`src/rtl/usb_rx_pkg.sv`:
```
// Shared types and constants for the USB full-speed receive path.
//   rcu_state_t : receiver control unit states
//   SYNC_BYTE   : SYNC pattern as it arrives in the shift register
package usb_rx_pkg;

  typedef enum logic [3:0] {
    IDLE,
    START,
    CHECK,
    RCV,
    STORE,
    EOP_WAIT,
    BAD_WAIT,
    ERR_EOP,
    ERR_IDLE
  } rcu_state_t;

  localparam logic [7:0] SYNC_BYTE = 8'h80;

endpackage

```
`src/rtl/usb_rcu.sv`:
```
// Receiver control unit: validates SYNC, strobes one FIFO write per data byte,
// detects end-of-packet and keeps a sticky framing-error flag.
// Ports:
//   clk, n_rst     : clock, asynchronous active-low reset
//   d_edge         : pulse on any D+ transition
//   eop            : SE0 level from the decoder
//   shift_enable   : bit-sample strobe
//   byte_received  : shift register holds 8 new bits
//   rcv_data       : shift register contents
//   rcving         : packet in progress
//   wenable        : one-cycle FIFO write strobe
//   r_error        : sticky error for the last packet
module usb_rcu
  import usb_rx_pkg::*;
#(
  parameter int unsigned MAX_BYTES = 64
) (
  input  logic       clk,
  input  logic       n_rst,
  input  logic       d_edge,
  input  logic       eop,
  input  logic       shift_enable,
  input  logic       byte_received,
  input  logic [7:0] rcv_data,
  output logic       rcving,
  output logic       wenable,
  output logic       r_error
);

  localparam int unsigned BW = $clog2(MAX_BYTES + 1);
  localparam logic [BW-1:0] MaxCnt = BW'(MAX_BYTES);

  rcu_state_t    state_q, state_d;
  logic [2:0]    bit_cnt_q, bit_cnt_d;
  logic [BW-1:0] byte_cnt_q, byte_cnt_d;
  logic          r_error_q, r_error_d;
  logic          eop_sample;
  logic          bit_tick;

  assign eop_sample = eop & shift_enable;
  assign bit_tick   = shift_enable & ~eop;

  always_comb begin
    state_d    = state_q;
    bit_cnt_d  = bit_cnt_q;
    byte_cnt_d = byte_cnt_q;
    r_error_d  = r_error_q;

    unique case (state_q)
      IDLE: if (d_edge) state_d = START;

      START: begin
        if (byte_received)   state_d = CHECK;
        else if (eop_sample) state_d = ERR_EOP;
      end

      CHECK: begin
        if (rcv_data == SYNC_BYTE) begin
          state_d    = RCV;
          byte_cnt_d = '0;
        end else begin
          state_d = BAD_WAIT;
        end
      end

      RCV: begin
        if (bit_tick) bit_cnt_d = bit_cnt_q + 3'd1;
        // byte_received wins over a coincident EOP sample
        if (byte_received) begin
          bit_cnt_d = 3'd0;
          state_d   = (byte_cnt_q == MaxCnt) ? BAD_WAIT : STORE;
        end else if (eop_sample) begin
          state_d = (bit_cnt_q == 3'd0) ? EOP_WAIT : ERR_EOP;
        end
      end

      // STORE is only reached with byte_cnt < MaxCnt, so the increment cannot wrap.
      // A bit sample landing here still belongs to the next byte.
      STORE: begin
        byte_cnt_d = byte_cnt_q + BW'(1);
        if (bit_tick) bit_cnt_d = bit_cnt_q + 3'd1;
        state_d = RCV;
      end

      EOP_WAIT: if (d_edge) state_d = IDLE;
      BAD_WAIT: if (eop_sample) state_d = ERR_EOP;
      ERR_EOP:  if (d_edge) state_d = ERR_IDLE;
      ERR_IDLE: if (d_edge) state_d = START;
      default:  state_d = IDLE;
    endcase

    // Entry actions
    if (state_d == START && state_q != START) begin
      bit_cnt_d = 3'd0;
      r_error_d = 1'b0;
    end
    if (state_d == BAD_WAIT || state_d == ERR_EOP) r_error_d = 1'b1;
  end

  always_ff @(posedge clk or negedge n_rst) begin
    if (!n_rst) begin
      state_q    <= IDLE;
      bit_cnt_q  <= 3'd0;
      byte_cnt_q <= '0;
      r_error_q  <= 1'b0;
    end else begin
      state_q    <= state_d;
      bit_cnt_q  <= bit_cnt_d;
      byte_cnt_q <= byte_cnt_d;
      r_error_q  <= r_error_d;
    end
  end

  assign rcving  = (state_q != IDLE) && (state_q != ERR_IDLE);
  assign wenable = (state_q == STORE);
  assign r_error = r_error_q;

endmodule

```
`config.mk`:
```
export PLATFORM = sky130hd
export DESIGN_NAME = usb_rcu
export DESIGN_NICKNAME = d
export VERILOG_FILES = /design/src/rtl/usb_rx_pkg.sv /design/src/rtl/usb_rcu.sv
export SDC_FILE = /design/constraint.sdc
export NUM_CORES = 1
export LEC_CHECK = 0
export BUFFER_PORTS_ARGS = -buffer_cell sky130_fd_sc_hd__buf_4
export CAP_MARGIN = 20
export CORE_MARGIN = 1.5
export CORE_UTILIZATION = 48
export CTS_BUF_LIST = sky130_fd_sc_hd__clkbuf_16
export CTS_CLUSTER_SIZE = 28
export DETAILED_ROUTE_END_ITERATION = 12
export PLACE_DENSITY = 0.73
export SYNTH_ARGS = -nofsm -noshare
export SYNTH_HDL_FRONTEND = slang
export SYNTH_SLANG_ARGS = --single-unit
export TNS_END_PERCENT = 100
```
`constraint.sdc`:
```
create_clock -name clk -period 1.8 [get_ports clk]
set_input_delay 0.18 -clock clk [delete_from_list [all_inputs] [get_ports clk]]
set_output_delay 0.18 -clock clk [all_outputs]
set_load 0.01 [all_outputs]
```
==> results.py, run 1 <==
metrics = {
    "pwr": {
        "power.density_nw_per_um2": 1498,
        "clockPowerShare_pct": 23.5,
        "swShare_pct": 37.35,
        "seq_power_share_pct": 31.4,
        "pwr-share-comb_pct": 45.0,
        "p_leak_nw": 0.5734,
        "ir_drop_v": 0.0009293,
        "p_int_mw": 1.147,
        "switchingPower_mw": 0.6840,
    },
    "routing": {
        "drt-initial-drc-count": 14,
        "viasPerCell": 5.642,
        "drc": 0,
        "antenna_left": 0,
        "vias": 852,
        "dr.pass1.iters": 4,
        "routed_wl_um": 2071,
        "wl_per_cell_um": 13.72,
    },
    "grt": {
        "grt_start_max_net_pins": 16,
        "grt_pass1_wl_um": 3277,
        "grtUsageTotal_pct": 21.40,
        "antenna_found_initial": 0,
        "gr-total-overflow": 0,
        "grt_pass1_vias": 767,
    },
    "worst_setup_path": {
        "worst-path-max-fanout": 10,
        "start_kind": "register",
        "critical_path_arrival_ns": 1.54,
        "crit_path_end_kind": "output port",
        "r2r.worst_path.cells": 6,
        "r2r_end": "r_error",
        "r2r_start": "byte_cnt_q[0]",
        "r2r_setup_slack_ns": 0.12,
        "worst-setup-path-type": "reg -> out",
        "required_ns": 1.62,
    },
    "yosys": {
        "synthMuxAreaShare_pct": 4.269,
        "synth_top_family_by_area": "simple AND/OR/NAND/NOR gates",
        "synth_xor_xnor_area_share_pct": 1.811,
        "netlist_area_sq_um": 967.2,
        "synth_compound_area_share_pct": 20.57,
        "synthAdderAreaFrac_pct": 5.175,
        "ys_seq_area_share_pct": 38.81,
        "synth_edf_count": 0,
        "async_flop_share_pct": 100.0,
        "synth_nets": 119,
        "ys_types": 42,
        "ys_ff_latch": 15,
        "syn_inst": 101,
        "synth-simple-area-share_pct": 21.73,
        "avgSynthCellArea_sq_um": 9.576,
        "ys_warn_count": 0,
        "synth_ff_type": "dfrtp_1",
    },
    "sta": {
        "final_hold_viol_count": 0,
        "relSlewSlack_pct": 72.84,
        "clock_skew_ns": 0.0003470,
        "whs_ns": 0.1761,
        "grt_setup_unrepaired": "false",
        "fin_crit_ns": 1.719,
        "worstMarginPinSlew_ns": 0.4023,
        "timing.final.crit_share_pct": 95.50,
        "tns_ns": 0,
        "fmax_mhz": 581.7,
        "finalSetupViolCount": 0,
        "slew_violations": 0,
    },
    "finish": {
        "layout_commonest_cell": "buf_4",
        "diodes": 0,
        "drive_gt1_share_pct": 25.81,
        "area_delta_synth_final_pct": 26.39,
        "final_cell_mix": "buf_4, dfrtp_1, inv_1, nand2_1",
        "final_nets": 143,
    },
    "floorplanning": {
        "dieArea_sq_um": 2293,
        "die_w_um": 47.89,
        "rows": 16,
        "start_util_pct": 50.33,
        "coreArea_sq_um": 1922,
        "die_h_um": 47.89,
        "ios": 17,
    },
    "flow_run": {
        "max-cap-violations": 0,
    },
    "clocking": {
        "numCtsBuffers": 3,
        "insertion_delay_ns": 0.25,
        "clk_transition_reported_paths_ns": 0.05,
        "cts_resized": 0,
        "cts_sinks": 15,
        "cts_setup_buffers": 0,
        "root_buffer": "clkbuf_16",
        "cts_buffer_depth": 2,
        "cts_tree": "yes",
        "htree_levels": 1,
    },
    "min_path": {
        "hp-start": "d_edge",
        "hold_depth": 2,
        "min_path_type": "in -> reg",
        "hold_end": "state_q[3]",
    },
    "place": {
        "dp_hpwl_um": 1549,
        "gp_congestion": 0.7841,
        "port_buffers": 16,
    },
    "run_status": {
        "status": "completed",
    },
}
through the flow:
| step | cells | cell area, sq um | utilization (%) | total power [mW] | setup WS, ns |
|---|---|---|---|---|---|
| after floorplan | 101 | 967.2 | - | 1.167 | 0.1440 |
| after global placement | 146 | 1134 | 58.98 | 1.366 | 0.2095 |
| after CTS | 151 | 1222 | 63.61 | 1.831 | 0.08200 |
| after detailed placement | 146 | 1134 | 58.98 | 1.400 | 0.1308 |
| after global routing | 151 | 1222 | 63.61 | 1.961 | 0.02193 |
| final | 151 | 1222 | 63.61 | 1.831 | 0.08102 |
worst max path at each step:
| stage | startpoint | slack [ns] | to | depth (start not counted) |
|---|---|---|---|---|
| global route | byte_cnt_q[0] | 0.02 | r_error | 6 |
| CTS | state_q[3] | 0.08 | wenable | 3 |
| detailed placement | byte_cnt_q[0] | 0.13 | r_error | 6 |
| floorplan | state_q[0] | 0.14 | byte_cnt_q[2] | 7 |
| global placement | byte_cnt_q[0] | 0.21 | r_error | 6 |
| finish | state_q[3] | 0.08 | wenable | 3 |
kinds of logic (layout without fill, tap and decap cells):
group / after synthesis / count (layout)
multiplexers: 4 / 4
XOR/XNOR: 2 / 2
AND/OR/NAND/NOR: 36 / 36
AO/OA/AOI/OAI: 27 / 27
buffers and inverters: 13 / 36
adder cells (fa/ha/maj): 4 / 4
flip-flops: 15 / 15
Yosys cell counts (2+ instances only):
cell type | count | area, sq um
dfrtp_1 | 15 | 375.4
nand2_1 | 9 | 33.78
inv_1 | 8 | 30.03
nor2_1 | 6 | 22.52
o21ai_0 | 6 | 30.03
ha_1 | 4 | 50.05
nand4_1 | 4 | 25.02
o21ai_1 | 4 | 20.02
a21oi_1 | 3 | 15.01
mux2i_1 | 3 | 30.03
nand3_1 | 3 | 15.01
a22o_1 | 2 | 17.52
buf_2 | 2 | 10.01
buf_6 | 2 | 22.52
nand3b_1 | 2 | 15.01
nor4b_1 | 2 | 17.52
registers in the layout (all words and copies together), names as in the netlist:
register	count
state_q	4
bit_cnt_q	3
r_error	1
byte_cnt_q	7
routing by layer:
layer  vias up  global-route usage (%)  wire (um)
met4         0                   9.730         44
met2        22                   36.80       1040
met5         -                       0          0
li1        419                       -          -
met1       406                   25.41        900
met3         5                   4.528         85
layout make-up:
class | count | area, sq um
fill | 161 | 699.4
multi-input combinational | 73 | 518.0
sequential | 15 | 375.4
timing repair buffer | 23 | 175.2
clock buffer | 3 | 75.07
inverter | 9 | 41.29
tap | 27 | 33.78
clock inverter | 1 | 3.754
critical path, cell delays in order, from the launching register on:
cell     delay (ns)
dfrtp_1        0.42
or4b_4         0.62
inv_8          0.13
buf_4          0.13
power groups by stage:
stage	sequential, mW	clock (mW)	combinational [mW]
6_report	0.576	0.431	0.825
4_1_cts	0.573	0.432	0.826
5_1_grt	0.595	0.449	0.917
3_3_place_gp	0.575	0	0.792
2_1_floorplan	0.548	0	0.619
3_5_place_dp	0.579	0	0.821
timing repair:
item	CTS	global route
hold endpoints to repair	15	0
setup endpoints to repair	0	0
hold buffers	1	0
Power figures use the tool's default switching activity.
==> run 2: changes to the inputs <==
--- a/config.mk
+++ b/config.mk
@@ -5,14 +5,14 @@
 export SDC_FILE = /design/constraint.sdc
 export NUM_CORES = 1
 export LEC_CHECK = 0
+export ABC_AREA = 1
 export BUFFER_PORTS_ARGS = -buffer_cell sky130_fd_sc_hd__buf_4
 export CAP_MARGIN = 20
 export CORE_MARGIN = 1.5
-export CORE_UTILIZATION = 48
-export CTS_BUF_LIST = sky130_fd_sc_hd__clkbuf_16
+export CORE_UTILIZATION = 49
 export CTS_CLUSTER_SIZE = 28
 export DETAILED_ROUTE_END_ITERATION = 12
-export PLACE_DENSITY = 0.73
+export PLACE_DENSITY = 0.74
 export SYNTH_ARGS = -nofsm -noshare
 export SYNTH_HDL_FRONTEND = slang
 export SYNTH_SLANG_ARGS = --single-unit
==> run 2 against run 1 <==
Effect of this change: die area up 3.8%; sequential cell count unchanged; critical path type unchanged; synthesized cell count up 50%; largest power group unchanged; worst setup slack better by 0.17 ns; clock power down 54%; critical path depth up 1; power down 5.9%.
==> results.py, run 2 <==
metrics = {
    "yosys": {
        "synth-simple-area-share_pct": 36.05,
        "synth_compound_area_share_pct": 9.866,
        "synth.area.top_cells": "dfrtp_1, nand2_1, inv_1",
        "synth_nets": 170,
        "synth_commonest_cells": "nand2_1, inv_1, nand3_1, dfrtp_1, nor2_1",
        "synth_xor_xnor_area_share_pct": 1.705,
        "synthMuxAreaShare_pct": 0,
        "post-synth-top-count-cell": "nand2_1",
        "synth_top_family_by_area": "simple AND/OR/NAND/NOR gates",
        "ys_seq_area_share_pct": 36.54,
        "synth_ff_type": "dfrtp_1",
        "ys_types": 22,
        "synthAdderAreaFrac_pct": 4.872,
        "synth_top_area_cell": "dfrtp_1",
        "netlist_area_sq_um": 1027,
        "async_flop_share_pct": 100.0,
        "syn_inst": 152,
        "synth_edf_count": 0,
        "synth.top_cell.area_share_pct": 36.54,
        "ys_ff_latch": 15,
        "avgSynthCellArea_sq_um": 6.758,
        "ys_warn_count": 0,
    },
    "clocking": {
        "htree_levels": 1,
        "numCtsBuffers": 3,
        "insertion_delay_ns": 0.29,
        "cts_tree": "yes",
        "cts_buffer_depth": 2,
        "clk_transition_reported_paths_ns": 0.10,
        "cts_setup_buffers": 0,
        "cts_sinks": 15,
        "root_buffer": "clkbuf_4",
    },
    "pwr": {
        "clockPowerShare_pct": 11.5,
        "seq_power_share_pct": 34.0,
        "ir_drop_v": 0.0007090,
        "swShare_pct": 47.34,
        "pwr-share-comb_pct": 54.5,
        "p_leak_nw": 0.6771,
        "p_int_mw": 0.9070,
        "switchingPower_mw": 0.8153,
        "power.density_nw_per_um2": 1413,
    },
    "place": {
        "dp_hpwl_um": 1767,
        "port_buffers": 16,
        "gp_congestion": 0.9025,
        "dp.cells": 195,
        "pre_cts_slack_ns": 0.5463,
    },
    "floorplanning": {
        "ios": 17,
        "rows": 16,
        "dieArea_sq_um": 2380,
        "start_util_pct": 52.36,
        "die_w_um": 48.79,
        "coreArea_sq_um": 1962,
        "die_h_um": 48.79,
    },
    "grt": {
        "grt_pass1_vias": 965,
        "antenna_found_initial": 0,
        "gr-total-overflow": 0,
        "grt_pass1_wl_um": 3939,
        "grtUsageTotal_pct": 20.96,
        "grt_start_max_net_pins": 16,
    },
    "worst_setup_path": {
        "r2r.worst_path.cells": 8,
        "slowest_delay_ns": 0.47,
        "worst-path-max-fanout": 7,
        "crit_path_end_kind": "output port",
        "path_cells": "nor2_2 -> nand2_2 -> inv_2 -> buf_4",
        "critPathSlowestCell": "dfrtp_1",
        "worst-setup-path-type": "reg -> out",
        "r2r_start": "bit_cnt_q[0]",
        "r2r_end": "state_q[1]",
        "required_ns": 1.62,
        "critical_path_arrival_ns": 1.37,
        "start_kind": "register",
        "r2r_setup_slack_ns": 0.53,
    },
    "run_status": {
        "status": "completed",
    },
    "sta": {
        "fmax_mhz": 643.7,
        "slew_violations": 0,
        "worstMarginPinSlew_ns": 0.2446,
        "grt_setup_unrepaired": "false",
        "timing.final.crit_share_pct": 86.30,
        "final_hold_viol_count": 0,
        "clock_skew_ns": 0.008368,
        "fin_crit_ns": 1.553,
        "finalSetupViolCount": 0,
        "tns_ns": 0,
        "setup_ws_ns": 0.2466,
        "relSlewSlack_pct": 83.55,
        "whs_ns": 0.1280,
    },
    "routing": {
        "antenna_left": 0,
        "viasPerCell": 5.010,
        "routed_wl_um": 2230,
        "dr.pass1.iters": 6,
        "wl_per_cell_um": 11.15,
        "drc": 0,
        "drt-initial-drc-count": 26,
        "vias": 1002,
    },
    "min_path": {
        "hold_depth": 2,
        "hp-start": "d_edge",
        "min_path_type": "in -> reg",
        "hold_end": "state_q[3]",
    },
    "finish": {
        "drive_gt1_share_pct": 19.08,
        "diodes": 0,
        "layout_commonest_cell": "nand2_1",
        "regMostFlops": "byte_cnt_q",
        "final_cell_mix": "nand2_1, inv_1, nand3_1, buf_4, dfrtp_1",
        "fillCellCount": 187,
        "reg.largest.list": "byte_cnt_q: 7 flops, state_q: 4 flops, bit_cnt_q: 3 flops",
        "final_nets": 192,
        "area_delta_synth_final_pct": 18.64,
        "largest_reg_flops": 7,
        "final_cells": 200,
    },
    "flow_run": {
        "max-cap-violations": 0,
    },
}
run 2: worst max-delay path by stage:
| stage | startpoint | cells after the start | to |
|---|---|---|---|
| final | state_q[0] | 4 | wenable |
| after global routing | state_q[0] | 4 | wenable |
| after CTS | state_q[0] | 4 | wenable |
| after detailed placement | bit_cnt_q[0] | 9 | r_error |
| after global placement | byte_cnt_q[0] | 10 | r_error |
| after floorplan | bit_cnt_q[0] | 8 | state_q[1] |
run 2: power by group through the flow:
stage          Sequential [mW]  Clock (mW)  Combinational (mW)
2_1_floorplan            0.575           0               0.696
3_3_place_gp             0.583           0               0.918
3_5_place_dp             0.593           0               0.940
4_1_cts                  0.585       0.204               0.947
5_1_grt                  0.600       0.217                1.09
6_report                 0.585       0.198               0.939
run 2: cells by family (layout without fill, tap and decap cells):
family          count (synthesis)  in the layout
compound gates                 18             18
flops                          15             15
xor+xnor                        2              2
buf+inv                        30             51
simple gates                   83             83
fa+ha+maj                       4              4
run 2: worst max-delay path, delay by kind of cell (launching register included):
family	cells	cell delay, ns
buf+inv	2	0.28
simple gates	2	0.34
flops	1	0.47
run 2: stage by stage:
step                power (mW)  utilization [%]  cell area (sq um)
CTS                      1.736            62.12               1219
floorplan                1.271                -               1027
finish                   1.722            62.12               1219
global route             1.904            62.12               1219
detailed placement       1.533            60.20               1181
global placement         1.502            60.20               1181
run 2: area by class of cell:
class | count | area [sq um] | share of cell area [%]
Clock inverter | 1 | 5.005 | 0.4107
Sequential cell | 15 | 375.4 | 30.80
Timing Repair Buffer | 17 | 130.1 | 10.68
Tap cell | 27 | 33.78 | 2.772
Clock buffer | 3 | 22.52 | 1.848
Multi-Input combinational cell | 107 | 539.3 | 44.25
Inverter | 30 | 112.6 | 9.240
run 2: per-layer routing:
metal / part of all wire, % / GRT usage, %
met1: 44 / 25.30
met2: 51 / 35.62
met3: 3.4 / 3.374
met4: 1.7 / 11.43
met5: 0 / 0
run 2: repair_timing:
action	CTS	global route
gates resized for setup	0	0
endpoints found under the setup margin	0	0
hold buffers	1	0
hold endpoints to repair	15	0
==> run 3: changes to the inputs <==
--- a/config.mk
+++ b/config.mk
@@ -5,14 +5,13 @@
 export SDC_FILE = /design/constraint.sdc
 export NUM_CORES = 1
 export LEC_CHECK = 0
-export ABC_AREA = 1
 export BUFFER_PORTS_ARGS = -buffer_cell sky130_fd_sc_hd__buf_4
 export CAP_MARGIN = 20
 export CORE_MARGIN = 1.5
-export CORE_UTILIZATION = 49
+export CORE_UTILIZATION = 48
 export CTS_CLUSTER_SIZE = 28
 export DETAILED_ROUTE_END_ITERATION = 12
-export PLACE_DENSITY = 0.74
+export PLACE_DENSITY = 0.73
 export SYNTH_ARGS = -nofsm -noshare
 export SYNTH_HDL_FRONTEND = slang
 export SYNTH_SLANG_ARGS = --single-unit
==> run 3 against run 2 <==
Effect of this change: die area down 3.6%; power down 5.8%; maximum frequency down 9.6%; clock-buffer cell count up 1; design area down 2.8%; global-route usage up 0.20 points; worst setup slack worse by 0.17 ns; sequential share of layout area up 0.88 points; hold slack worse by 0.0026 ns; clock power down 3%; sequential power down 2%; wire length down 6.5%; largest cell class unchanged; highest routed layer unchanged.
==> results.py, run 3 (synthesis gave the netlist of run 1 again) <==
metrics = {
    "run_status": {
        "status": "completed",
    },
    "clocking": {
        "cts_buffer_depth": 2,
        "clk_transition_reported_paths_ns": 0.09,
        "root_buffer": "clkbuf_4",
        "htree_levels": 1,
        "cts_tree": "yes",
        "insertion_delay_ns": 0.29,
        "numCtsBuffers": 3,
        "cts_sinks": 15,
    },
    "place": {
        "dp.cells": 146,
        "pre_cts_slack_ns": 0.1308,
        "dp_hpwl_um": 1549,
        "port_buffers": 16,
        "gp_congestion": 0.7841,
    },
    "sta": {
        "worstMarginPinSlew_ns": 0.3989,
        "tns_ns": 0,
        "fin_crit_ns": 1.719,
        "fmax_mhz": 581.8,
        "slew_violations": 0,
        "relSlewSlack_pct": 73.07,
        "setup_ws_ns": 0.08121,
        "final_hold_viol_count": 0,
        "clock_skew_ns": 0.003921,
        "grt_setup_unrepaired": "false",
        "finalSetupViolCount": 0,
        "timing.final.crit_share_pct": 95.49,
    },
    "worst_setup_path": {
        "r2r.worst_path.cells": 6,
        "worst-path-max-fanout": 10,
        "r2r_setup_slack_ns": 0.12,
        "crit_start": "state_q[3]",
        "critical_path_arrival_ns": 1.54,
        "crit_end": "wenable",
        "worst-setup-path-type": "reg -> out",
        "r2r_start": "byte_cnt_q[0]",
        "start_kind": "register",
        "r2r_end": "r_error",
        "required_ns": 1.62,
        "crit_path_end_kind": "output port",
    },
    "finish": {
        "final_cells": 153,
        "final_util_pct": 61.65,
        "diodes": 0,
        "drive_gt1_share_pct": 26.98,
        "seq_area_sq_um": 375.4,
        "regMostFlops": "byte_cnt_q",
        "largest_reg_flops": 7,
        "area_delta_synth_final_pct": 22.51,
        "final_nets": 145,
        "final_cell_mix": "buf_4, dfrtp_1, nand2_1, inv_1",
        "fillCellCount": 173,
        "reg.largest.list": "byte_cnt_q: 7 flops, state_q: 4 flops, bit_cnt_q: 3 flops",
        "layout_commonest_cell": "buf_4",
        "multiInputGateArea_sq_um": 518.0,
    },
    "min_path": {
        "min_path_type": "in -> reg",
    },
    "routing": {
        "viasPerCell": 5.562,
        "drc": 0,
        "antenna_left": 0,
        "vias": 851,
        "routed_wl_um": 2085,
        "drt-initial-drc-count": 5,
        "dr.pass1.iters": 4,
        "wl_per_cell_um": 13.63,
    },
    "grt": {
        "grt_start_max_net_pins": 16,
        "grt_pass1_wl_um": 3291,
        "grtUsageTotal_pct": 21.16,
        "grt_pass1_vias": 778,
        "gr-total-overflow": 0,
        "antenna_found_initial": 0,
    },
    "pwr": {
        "p_leak_nw": 0.5547,
        "ir_drop_v": 0.0007870,
        "power_mw": 1.623,
        "power.density_nw_per_um2": 1370,
    },
    "floorplanning": {
        "die_w_um": 47.89,
        "rows": 16,
        "die_h_um": 47.89,
        "dieArea_sq_um": 2293,
        "start_util_pct": 50.33,
        "coreArea_sq_um": 1922,
        "ios": 17,
    },
    "flow_run": {
        "max-cap-violations": 0,
    },
}
==> run 3: worst min-delay path by stage <==
| stage | from | endpoint | slack (ns) | depth (start not counted) |
|---|---|---|---|---|
| 2_1_floorplan | n_rst | bit_cnt_q[0] | -0.12 | 0 |
| 3_3_place_gp | n_rst | byte_cnt_q[3] | 0.04 | 1 |
| 3_5_place_dp | n_rst | byte_cnt_q[3] | 0.04 | 1 |
| 4_1_cts | d_edge | state_q[3] | 0.12 | 2 |
| 5_1_grt | d_edge | state_q[3] | 0.14 | 2 |
| 6_report | d_edge | state_q[3] | 0.13 | 2 |
==> run 3: stage by stage <==
stage,hold slack (ns),instance area [sq um]
2_1_floorplan,-0.1156,967.2
3_3_place_gp,0.04256,1134
3_5_place_dp,0.04447,1134
4_1_cts,0.1224,1170
5_1_grt,0.1370,1185
6_report,0.1254,1185
==> run 3: layer usage <==
layer / part of all wire [%] / vias to the layer above / global-route usage (%)
li1: - / 422 / -
met1: 45 / 409 / 26.12
met2: 49 / 16 / 36.00
met3: 3.1 / 4 / 2.264
met4: 2.4 / 0 / 11.35
met5: 0 / - / 0
==> run 3: where the power goes <==
group          switching [mW]  internal [mW]  total [mW]
clock                   0.107         0.0863       0.193
combinational           0.447          0.407       0.854
sequential              0.113          0.464       0.576
==> run 3: critical path, stage by stage (launching register included) <==
cell and delay [ns]:
dfrtp_1 0.44, or4b_4 0.56, inv_8 0.12, buf_4 0.13
==> run 3: timing repair <==
item,in CTS,in global routing
hold buffers,1,0
hold endpoints to repair,15,0
setup endpoints to repair,0,1
gates resized for setup,0,0
setup buffers,0,2
==> run 3: final cells by class <==
class / count / share of cell area (%)
multi-input combinational: 73 / 43.72
inverter: 9 / 3.485
sequential: 15 / 31.68
timing repair buffer: 25 / 16.05
tap: 27 / 2.851
clock buffer: 4 / 2.218
